$ cat src/rtl/clock_tick_gen_if.sv
// Control and output bundle for clock_tick_gen: count control, ratio write port and per-channel tick/lvl.
interface clock_tick_gen_if #(
  parameter int N_CH  = 3,
  parameter int CNT_W = 17,
  parameter int CH_W  = (N_CH > 1) ? $clog2(N_CH) : 1
);
  // Strobe semantics, no backpressure: en, sync and wr_en are sampled on every
  // rising clk edge; wr_ch/wr_div only matter while wr_en is high, and a write
  // always completes on the edge that samples it. tick/lvl are registered.
  logic             en;
  logic             sync;
  logic             wr_en;
  logic [CH_W-1:0]  wr_ch;
  logic [CNT_W-1:0] wr_div;
  logic [N_CH-1:0]  tick;
  logic [N_CH-1:0]  lvl;

  modport master (
    output en, sync, wr_en, wr_ch, wr_div,
    input  tick, lvl
  );

  modport slave (
    input  en, sync, wr_en, wr_ch, wr_div,
    output tick, lvl
  );
endinterface

$ cat src/rtl/clock_tick_gen.sv
// N_CH programmable clock dividers emitting one-cycle ticks and optional 50% square waves.
// Define CLOCK_TICK_GEN_LVL_EN to build the lvl toggle flops; otherwise lvl is tied to 0.
module clock_tick_gen #(
  parameter int N_CH    = 3,
  parameter int CNT_W   = 17,
  parameter int DEF_DIV = 2,
  localparam int CH_W   = (N_CH > 1) ? $clog2(N_CH) : 1
) (
  input logic             clk,
  input logic             clr,
  clock_tick_gen_if.slave bus
);

  typedef logic [CNT_W-1:0] cnt_t;

  cnt_t            div_q [N_CH];
  cnt_t            div_d [N_CH];
  cnt_t            cnt_q [N_CH];
  cnt_t            cnt_d [N_CH];
  logic [N_CH-1:0] tick_q;
  logic [N_CH-1:0] tick_d;
  logic [N_CH-1:0] wr_hit;

`ifdef CLOCK_TICK_GEN_LVL_EN
  logic [N_CH-1:0] lvl_q;
  logic [N_CH-1:0] lvl_d;
`endif

  // Out-of-range channel numbers never match any index, so such writes are dropped.
  always_comb begin
    wr_hit = '0;
    for (int i = 0; i < N_CH; i++) begin
      wr_hit[i] = bus.wr_en && (bus.wr_ch == CH_W'(i));
    end
  end

  always_comb begin
    tick_d = '0;
`ifdef CLOCK_TICK_GEN_LVL_EN
    lvl_d  = lvl_q;
`endif
    for (int i = 0; i < N_CH; i++) begin
      div_d[i] = div_q[i];
      cnt_d[i] = cnt_q[i];
      if (wr_hit[i]) begin
        div_d[i] = bus.wr_div;
      end
      // A restart (write or sync) beats counting, even on the wrap edge.
      if (wr_hit[i] || bus.sync || (div_q[i] == '0)) begin
        cnt_d[i] = '0;
`ifdef CLOCK_TICK_GEN_LVL_EN
        lvl_d[i] = 1'b0;
`endif
      end else if (bus.en) begin
        if (cnt_q[i] == div_q[i] - cnt_t'(1)) begin
          cnt_d[i]  = '0;
          tick_d[i] = 1'b1;
`ifdef CLOCK_TICK_GEN_LVL_EN
          lvl_d[i]  = ~lvl_q[i];
`endif
        end else begin
          cnt_d[i] = cnt_q[i] + cnt_t'(1);
        end
      end
    end
  end

  always_ff @(posedge clk) begin
    if (clr) begin
      for (int i = 0; i < N_CH; i++) begin
        div_q[i] <= cnt_t'(DEF_DIV);
        cnt_q[i] <= '0;
      end
      tick_q <= '0;
    end else begin
      for (int i = 0; i < N_CH; i++) begin
        div_q[i] <= div_d[i];
        cnt_q[i] <= cnt_d[i];
      end
      tick_q <= tick_d;
    end
  end

`ifdef CLOCK_TICK_GEN_LVL_EN
  always_ff @(posedge clk) begin
    if (clr) begin
      lvl_q <= '0;
    end else begin
      lvl_q <= lvl_d;
    end
  end

  assign bus.lvl = lvl_q;
`else
  assign bus.lvl = '0;
`endif

  assign bus.tick = tick_q;

endmodule
$ cat src/flat_wrapper.sv
// flat-port wrapper written by rule: the top's interface ports become plain ports
module clock_tick_gen_flat 
#(
  parameter int N_CH    = 3,
  parameter int CNT_W   = 17,
  parameter int DEF_DIV = 2,
  localparam int CH_W   = (N_CH > 1) ? $clog2(N_CH) : 1
)
  (clk, clr, bus_en, bus_sync, bus_wr_en, bus_wr_ch, bus_wr_div, bus_tick, bus_lvl);
  clock_tick_gen_if #(.N_CH(N_CH), .CNT_W(CNT_W)) bus_i ();
  input logic clk;
  input logic clr;
  input wire logic [$bits(bus_i.en)-1:0] bus_en;
  input wire logic [$bits(bus_i.sync)-1:0] bus_sync;
  input wire logic [$bits(bus_i.wr_en)-1:0] bus_wr_en;
  input wire logic [$bits(bus_i.wr_ch)-1:0] bus_wr_ch;
  input wire logic [$bits(bus_i.wr_div)-1:0] bus_wr_div;
  output wire logic [$bits(bus_i.tick)-1:0] bus_tick;
  output wire logic [$bits(bus_i.lvl)-1:0] bus_lvl;
  assign bus_i.en = bus_en;
  assign bus_i.sync = bus_sync;
  assign bus_i.wr_en = bus_wr_en;
  assign bus_i.wr_ch = bus_wr_ch;
  assign bus_i.wr_div = bus_wr_div;
  assign bus_tick = bus_i.tick;
  assign bus_lvl = bus_i.lvl;
  clock_tick_gen #(.N_CH(N_CH), .CNT_W(CNT_W), .DEF_DIV(DEF_DIV)) u_core (.clk(clk), .clr(clr), .bus(bus_i));
endmodule
$ cat config.mk
export PLATFORM = sky130hd
export DESIGN_NAME = clock_tick_gen_flat
export DESIGN_NICKNAME = d
export VERILOG_FILES = /design/src/rtl/clock_tick_gen_if.sv /design/src/rtl/clock_tick_gen.sv /design/src/flat_wrapper.sv
export SDC_FILE = /design/constraint.sdc
export NUM_CORES = 1
export LEC_CHECK = 0
export CORE_ASPECT_RATIO = 1.1
export CORE_MARGIN = 5
export CORE_UTILIZATION = 55
export DETAILED_ROUTE_END_ITERATION = 10
export GPL_TIMING_DRIVEN = 0
export PLACE_DENSITY = 0.77
export SLEW_MARGIN = 30
export SYNTH_ARGS = -nofsm -noshare
export SYNTH_HDL_FRONTEND = slang
export SYNTH_SLANG_ARGS = --single-unit
$ cat constraint.sdc
create_clock -name clk -period 2.7 [get_ports clk]
set_input_delay 0.405 -clock clk [delete_from_list [all_inputs] [get_ports clk]]
set_output_delay 0.405 -clock clk [all_outputs]
set_load 0.02 [all_outputs]
==> impl_metrics.py <==
metrics = {
    "sta": {
        "tightest_slew_ns": 0.8259,
        "rsz0062_at_grt": "yes",
        "fmax_mhz": 352.8,
        "fin_skew_ns": 0.007103,
        "setup_violations": 17,
        "setup_tns_ns": -1.818,
        "max-slew-margin-rel": 0.4436,
        "hold_viol_final": 0,
        "post-route-min-period_ns": 2.835,
        "slew_viol_final": 0,
        "setup_ws_ns": -0.1349,
        "finalCritPeriodShare": 1.050,
    },
    "floorplanning": {
        "die_x_um": 110.5,
        "initial_core_util": 0.5597,
        "die_h_um": 120.5,
        "fp-row-count": 40,
        "pin_count": 30,
        "core_area_um2": 10910,
        "die_area_um2": 13310,
    },
    "flow_run": {
        "drv_cap": 0,
    },
    "clock_tree": {
        "cts_made_buffers": 9,
        "clock-sinks": 105,
        "ctsHoldBuffers": 0,
        "tritoncts": "yes",
        "root_buffer": "clkbuf_16",
        "cts_max_level": 3,
        "clk_pin_slew_ns": 0.07,
        "cts_buffer_depth": 2,
        "clkLatencyLatePin_ns": 0.35,
    },
    "routing": {
        "vias": 5919,
        "routed_via_density": 5.979,
        "firstDrtPassIters": 5,
        "wire_per_inst_um": 16.75,
        "ant_nets": 0,
        "drc": 0,
        "wirelength_um": 16590,
        "drt_iter0_markers": 448,
    },
    "global_route": {
        "gr-total-overflow": 0,
        "grt_pass1_vias": 5509,
        "antenna_found_initial": 0,
        "grt_first_pass_wirelength_um": 26210,
        "grtUsageTotal": 0.2410,
        "grt_max_degree": 16,
    },
    "synth": {
        "yosysMostFrequentCell": "nand2_1",
        "synth_area_leaders": "dfxtp_1 (34%), xnor2_1 (9.0%), nand2_1 (7.9%)",
        "synth_edf_count": 0,
        "yosys.area.top_type": "dfxtp_1",
        "netlist_instances": 782,
        "synth_top_cell_area_share": 0.3442,
        "syn_avg_cell_area_um2": 7.810,
        "ys_warn_count": 0,
        "synth_common_cells": "nand2_1 (129), dfxtp_1 (105), xnor2_1 (63)",
        "ys_ff_latch": 105,
        "syn_area_um2": 6107,
        "async_flop_share": 0,
        "synth_cell_types": 63,
        "seq_area_frac_synth": 0.3442,
        "synth_flop_cell": "dfxtp_1",
    },
    "place": {
        "globalplace.congestion": 0.8874,
        "dp.final_hpwl_um": 11800,
        "io_buffers": 24,
    },
    "status": {
        "run_status": "complete, but fails checks",
        "violations": "negative setup slack",
    },
    "cells_and_area": {
        "final_layout_size_suffix_gt1_frac": 0.1673,
        "fin_nets": 869,
        "area_growth_pct": 22.62,
        "antenna_cells": 0,
    },
    "worst_hold_path": {
        "hp-class": "flop to flop",
    },
    "worst_setup_path": {
        "r2r_start": "u_core.div_q[0][29]$_SDFFE_PP0P_",
        "crit_start": "u_core.div_q[0][29]$_SDFFE_PP0P_",
        "critical_path_class": "flop to flop",
        "worstPathRequired_ns": 2.95,
        "end_kind": "flop",
        "reg2reg_slack_ns": -0.13,
        "r2r-end": "u_core.cnt_q[0][25]$_SDFFE_PP0P_",
        "startpoint_type": "flop",
        "endpoint": "u_core.cnt_q[0][25]$_SDFFE_PP0P_",
        "ff2ff_path_depth": 8,
        "cp.arrival_ns": 3.08,
        "path_max_fanout": 5,
    },
    "pwr": {
        "p_total_w": 0.003415,
        "vdd_drop_max_v": 0.0003284,
        "power_leakage_nw": 2.606,
        "power_density_nw_per_um2": 456.0,
    },
}
[per-stage QoR]
step / std cells / worst slack, ns / hold slack (ns) / util / instance area [µm²]
5_1_grt: 990 / -0.2166 / 0.5189 / 0.6864 / 7488
6_report: 990 / -0.1349 / 0.4778 / 0.6864 / 7488
3_5_place_dp: 955 / -0.6819 / 0.4824 / 0.6040 / 6590
4_1_cts: 979 / -0.1218 / 0.4912 / 0.6548 / 7144
2_1_floorplan: 784 / -0.05896 / 0.4555 / - / 6160
3_3_place_gp: 955 / -0.5877 / 0.4728 / 0.6034 / 6584
[layout make-up]
class / count / area (µm²)
Buffer: 35 / 183.9
Clock buffer: 13 / 270.3
Clock inverter: 2 / 12.51
Fill cell: 925 / 3422
Inverter: 13 / 53.80
Multi-Input combinational cell: 620 / 4161
Sequential cell: 105 / 2138
Tap cell: 147 / 183.9
Timing Repair Buffer: 55 / 484.2
[routing by layer]
metal	track usage	routed length, µm	vias to the layer above
li1	-	-	2869
met1	0.3127	7252	2806
met2	0.3892	7830	204
met3	0.03403	897	40
met4	0.1286	605	0
met5	0	0	-
[where the power goes]
group | internal [W] | switching (W) | total (W) | leakage, nW
clock network | 0.000695 | 0.000560 | 0.00125 | 0.138
registers | 0.00158 | 0.0000508 | 0.00163 | 0.857
logic | 0.000240 | 0.000294 | 0.000534 | 1.61
total | 0.00251 | 0.000905 | 0.00341 | 2.61
[worst min-delay path by stage]
stage	slack, ns	endpoint	from	cells after the start
after detailed placement	0.48	u_core.div_q[0][9]$_SDFFE_PP0P_	u_core.div_q[0][9]$_SDFFE_PP0P_	2
after floorplan	0.46	u_core.div_q[0][14]$_SDFFE_PP0P_	u_core.div_q[0][14]$_SDFFE_PP0P_	2
after global routing	0.52	u_core.div_q[0][9]$_SDFFE_PP0P_	u_core.div_q[0][9]$_SDFFE_PP0P_	2
final	0.48	u_core.div_q[0][9]$_SDFFE_PP0P_	u_core.div_q[0][9]$_SDFFE_PP0P_	2
after global placement	0.47	u_core.div_q[0][9]$_SDFFE_PP0P_	u_core.div_q[0][9]$_SDFFE_PP0P_	2
after CTS	0.49	u_core.div_q[0][9]$_SDFFE_PP0P_	u_core.div_q[0][9]$_SDFFE_PP0P_	2
[registers in the layout, indices dropped and copies added, names as in the netlist]
signal / flops
u_core.bus.tick: 3
u_core.cnt_q: 51
u_core.div_q: 51
[logic make-up after synthesis]
group,share of synthesized area
simple gates,0.3114
other cells,0.0006140
flops,0.3442
buf+inv,0.04180
xor+xnor,0.1506
compound gates,0.1391
fa+ha+maj,0.01229
[worst max-delay path, stage by stage, from the launching register on]
cell       delay, ns
dfxtp_2         0.35
or4_4           0.53
or3_4           0.35
a2111oi_4       0.31
o211ai_1        0.15
or4_4           0.57
o21ai_4         0.26
buf_6           0.17
nor2_1          0.04
[repair_timing]
item                       in CTS  in global routing
pin swaps                      17                 17
gates cloned                    2                  0
gates resized for setup        46                 53
setup endpoints to repair      53                 53
setup buffers                  15                 14
[cells in the final DEF, fill, tap and decap left out, types with 22 or more instances in the layout]
cell type and instances:
nand3_1 24, dfxtp_1 88, a21oi_1 58, nor3_1 30, xor2_1 42, nand2_1 129
o21ai_0 22, clkbuf_1 25, xnor2_1 61, buf_4 31, nand4_1 22, clkdlybuf4s50_1 24
nor2_1 49
No activity file was read; power rests on OpenSTA's default activity.
